[src/rtl/flasher_datapath.sv]
// Counter/lamp datapath for the bound-flasher controller: saturating 4-bit
// counter with sticky bound errors, debounced button input and a thermometer lamp bar.
module flasher_datapath #(
  parameter int unsigned DEBOUNCE_CYCLES = 4
) (
  input  logic        clk,
  input  logic        reset_n,
  input  logic        flick_raw,
  input  logic        enable,
  input  logic        upcount,
  input  logic        err_clr,
  output logic [3:0]  counter_val,
  output logic        flick,
  output logic [15:0] lamps,
  output logic        err_ovf,
  output logic        err_udf
);

  localparam logic [7:0] DC_LAST = 8'(DEBOUNCE_CYCLES - 1);

  logic [3:0]  r_count;
  logic        r_err_ovf;
  logic        r_err_udf;
  logic        r_s1;
  logic        r_s2;
  logic        r_flick;
  logic [7:0]  r_dc;

  logic        w_at_max;
  logic        w_at_min;
  logic        w_ovf_set;
  logic        w_udf_set;
  logic [15:0] w_lamps;

  assign w_at_max  = (r_count == 4'd15);
  assign w_at_min  = (r_count == 4'd0);
  assign w_ovf_set = enable &  upcount & w_at_max;
  assign w_udf_set = enable & ~upcount & w_at_min;

  // Saturating counter; bound violations are only flagged, never wrapped.
  always_ff @(posedge clk) begin
    if (!reset_n) begin
      r_count <= 4'd0;
    end else if (enable) begin
      if (upcount && !w_at_max) begin
        r_count <= r_count + 4'd1;
      end else if (!upcount && !w_at_min) begin
        r_count <= r_count - 4'd1;
      end
    end
  end

  // A set condition in the same cycle as err_clr keeps the flag high.
  always_ff @(posedge clk) begin
    if (!reset_n) begin
      r_err_ovf <= 1'b0;
      r_err_udf <= 1'b0;
    end else begin
      if (w_ovf_set) begin
        r_err_ovf <= 1'b1;
      end else if (err_clr) begin
        r_err_ovf <= 1'b0;
      end
      if (w_udf_set) begin
        r_err_udf <= 1'b1;
      end else if (err_clr) begin
        r_err_udf <= 1'b0;
      end
    end
  end

  always_ff @(posedge clk) begin
    if (!reset_n) begin
      r_s1 <= 1'b0;
      r_s2 <= 1'b0;
    end else begin
      r_s1 <= flick_raw;
      r_s2 <= r_s1;
    end
  end

  // flick follows s2 only after DEBOUNCE_CYCLES consecutive mismatching cycles.
  always_ff @(posedge clk) begin
    if (!reset_n) begin
      r_flick <= 1'b0;
      r_dc    <= 8'd0;
    end else if (r_s2 == r_flick) begin
      r_dc <= 8'd0;
    end else if (r_dc == DC_LAST) begin
      r_flick <= r_s2;
      r_dc    <= 8'd0;
    end else begin
      r_dc <= r_dc + 8'd1;
    end
  end

  // Thermometer: the lowest counter_val lamps lit, so lamp 15 never lights.
  assign w_lamps = (16'd1 << r_count) - 16'd1;

  assign counter_val = r_count;
  assign lamps       = w_lamps;
  assign flick       = r_flick;
  assign err_ovf     = r_err_ovf;
  assign err_udf     = r_err_udf;

endmodule

[config.mk]
export PLATFORM = sky130hd
export DESIGN_NAME = flasher_datapath
export DESIGN_NICKNAME = d
export VERILOG_FILES = /design/src/rtl/flasher_datapath.sv
export SDC_FILE = /design/constraint.sdc
export NUM_CORES = 1
export LEC_CHECK = 0
export ABC_AREA = 1
export CORE_UTILIZATION = 30
export DETAILED_ROUTE_END_ITERATION = 12
export SLEW_MARGIN = 20
export SYNTH_ARGS = -nofsm -noshare
export SYNTH_HDL_FRONTEND = slang
export SYNTH_SLANG_ARGS = --single-unit
[constraint.sdc]
create_clock -name clk -period 2.8 [get_ports clk]
set_clock_uncertainty 0.2 [all_clocks]
set_input_delay 0.42 -clock clk [delete_from_list [all_inputs] [get_ports clk]]
set_output_delay 0.42 -clock clk [all_outputs]
set_load 0.01 [all_outputs]
==> run_results.csv <==
group,metric,value,unit
yosys,synthArstFlopShare,0,%
critical_path,crit_type,"flip-flop to primary output",
route,drtPass1Iterations,4,
yosys,ys_warn_count,0,
route,drcViolationCount,0,
yosys,ys_ff_latch,17,
cells_and_area,n_antenna_cell,0,
clocking,numCtsBuffers,3,
timing,period_minus_slack,2.66,ns
pwr,powerDensity,560,mW/mm2
placement,hpwl,1820,um
grt,grt_usage,12.2,%
pwr,clkPwrFrac,21.7,%
cells_and_area,drive_gt1_share,18.4,%
critical_path,worstPathArrival,2.04,ns
floorplan,fp-row-count,22,
timing,rsz0062_at_grt,"no",
route,wl_per_cell,9.77,um
timing,fin_crit_sh,94.9,%
yosys,syn-cell-area,0.00117,mm2
placement,port_buffers,27,
route,postRouteAntennaNets,0,
pwr,power.internal,562,uW
grt,grt_max_degree,11,
critical_path,crit_required,2.18,ns
clocking,clock_latency,0.25,ns
cells_and_area,syn2layout_area_growth,32.2,%
cells_and_area,nNetsFinal,202,
timing,timing.fmax,376,MHz
timing,tns,0,ns
floorplan,ios,29,
grt,antenna_found_initial,0,
yosys,ys_types,30,
clocking,cts_tree,"yes",
clocking,cts_max_path_buffers,2,
pwr,cellLeakagePower,0.685,nW
floorplan,coreArea,0.00369,mm2
clocking,cts_num_sinks,17,
critical_path,worst-path-max-fanout,9,
yosys,synthFlopType,"dfxtp_1",
yosys,syn_inst,159,
clocking,postCtsHoldBufs,0,
timing,maxSlewViolCount,0,
clocking,htree_levels,1,
grt,grt_pass1_vias,924,
pwr,p_sw,301,uW
pwr,p_sw_share,34.9,%
floorplan,die_area,0.00414,mm2
critical_path,cp-start-kind,"flip-flop",
yosys,syn-num-nets,170,
timing,finalHoldViolCount,0,
grt,gr-total-overflow,0,
route,vias,1055,
placement,place.gp.congestion,0.767,
grt,grt_pass1_wl,4040,um
clocking,root_buffer,"clkbuf_8",
timing,setup_viol,0,
pwr,irDropWorstVdd,0.268,mV
route,drt_wl_total,2330,um
floorplan,die_height,64.4,um
critical_path,end_kind,"primary output",
floorplan,initial_core_util,31.6,%
pwr,pwr-share-comb,46.9,%
route,initialDrtViolationCount,74,
yosys,yosysSeqAreaShare,29.2,%
clocking,cts.reportedPaths.clkPinSlew,0.07,ns
worst_hold_path,hp-class,"flip-flop to flip-flop",
timing,fin_hold_ws,0.222,ns
yosys,yosysTopAreaCell,"dfxtp_1",
pwr,p_seq_share,31.4,%
yosys,synth_edf_count,0,
run,drv_cap,0,
route,viasPerCell,4.43,
run_status,status,"completed",
yosys,synth.avg_cell_area,7.34,um2
yosys,yosys.area.top_type_share,29.2,%
floorplan,fp.dieW,64.4,um
cells_and_area,n_fill_cell,390,
yosys,synthTopCellsByArea,"dfxtp_1 (29%), xor2_1 (6.8%), inv_1 (6.4%), nand3_1 (6.4%), nand2_1 (6.1%)",
[cell usage after synthesis (2+ instances only)]
cell,count
nor3_1,2
nor2_2,3
dfxtp_1,17
o21ai_1,2
a21oi_1,9
buf_6,4
nand2_4,2
nor2_1,18
inv_1,20
nand3_2,2
inv_2,4
nand2_2,8
ha_1,4
nand2_1,19
o21ai_0,4
nand3_1,15
xnor2_1,2
nand4_1,3
a31oi_1,2
xor2_1,9
[logic make-up after synthesis]
group | count (synthesis) | synth area share (%)
simple gates | 77 | 35.7
buf+inv | 30 | 12.5
compound gates | 18 | 8.04
flops | 17 | 29.2
xor+xnor | 11 | 8.25
fa+ha+maj | 5 | 6.00
other cells | 1 | 0.321
[power groups by stage]
stage | clock network (mW) | registers (mW) | logic (mW)
5_1_grt | 0.202 | 0.273 | 0.446
3_3_place_gp | 0 | 0.275 | 0.402
6_report | 0.188 | 0.271 | 0.405
3_5_place_dp | 0 | 0.276 | 0.401
2_1_floorplan | 0 | 0.273 | 0.237
4_1_cts | 0.193 | 0.270 | 0.403
[cell usage in the layout (no fill, tap or decap)]
cell type | synthesis | routed
inv_2 | 4 | 4
clkbuf_8 | 0 | 3
nand3_2 | 2 | 2
dfxtp_4 | 0 | 2
a21oi_1 | 9 | 9
inv_1 | 20 | 20
nor3_1 | 2 | 2
or2_2 | 1 | 1
dlymetal6s2s_1 | 0 | 1
nand3_1 | 15 | 15
xnor2_1 | 2 | 2
nand2_4 | 2 | 2
nand4_1 | 3 | 3
nand3_4 | 1 | 1
nor3b_1 | 1 | 1
o22ai_1 | 1 | 1
nand2_1 | 19 | 19
clkinv_2 | 0 | 1
o21ai_1 | 2 | 2
ha_1 | 4 | 4
fa_1 | 1 | 1
nor2_8 | 1 | 1
nor2_2 | 3 | 3
nand2_2 | 8 | 8
o21ai_0 | 4 | 4
dfxtp_1 | 17 | 15
xor2_1 | 9 | 9
nor2_1 | 18 | 18
clkdlybuf4s50_1 | 0 | 26
a31oi_1 | 2 | 2
nor2_4 | 1 | 1
buf_4 | 1 | 6
conb_1 | 1 | 1
[per-stage QoR]
step                cells  utilization [%]  cell area [um2]  worst slack, ns  power [mW]
global route          238             41.8             1540           0.0227       0.920
CTS                   236             41.1             1520           0.0181       0.866
finish                238             41.8             1540            0.144       0.864
global placement      232             39.9             1470            0.321       0.677
detailed placement    232             39.9             1470            0.292       0.677
floorplan             159                -             1170            0.709       0.510
[flip-flops by register name, indices dropped and copies added (netlist names)]
signal and count:
counter_val 4, r_dc 8, r_s1 1, err_udf 1, r_s2 1, err_ovf 1, flick 1
[worst paths after layout]
check	from	end	slack (ns)	cells past startpoint
max	counter_val[3]	lamps[14]	0.14	7
min	r_s1	r_s2	0.22	2
max reg2reg	counter_val[3]	counter_val[3]	0.60	14
min reg2reg	r_s1	r_s2	0.22	2
[layout make-up]
type / count / area, um2 / area share [%]
inverter: 24 / 90.1 / 5.84
clock buffer: 3 / 41.3 / 2.68
multi-input combinational: 112 / 681 / 44.1
sequential: 17 / 348 / 22.5
timing repair buffer: 33 / 318 / 20.6
clock inverter: 1 / 5.00 / 0.324
tap: 48 / 60.1 / 3.89
[metal layers]
metal  track usage, %  share of wire [%]  vias up
li1                 -                  -      562
met1             17.2                 50      472
met2             19.7                 47       19
met3             1.07                2.6        2
met4             3.33               0.99        0
met5                0                  0        -
[critical path, stage by stage, from the launching register on]
cell and delay, ns:
dfxtp_1 0.43, buf_4 0.23, nand2_4 0.09, inv_2 0.08, nand2_1 0.08, a21oi_1 0.18
xor2_1 0.16, clkdlybuf4s50_1 0.55
[what timing repair did]
item | CTS | global route
resized for setup | 0 | 5
buffers inserted | 0 | 2
endpoints found under the setup margin | 0 | 5
(Power assumes the default switching activity.)
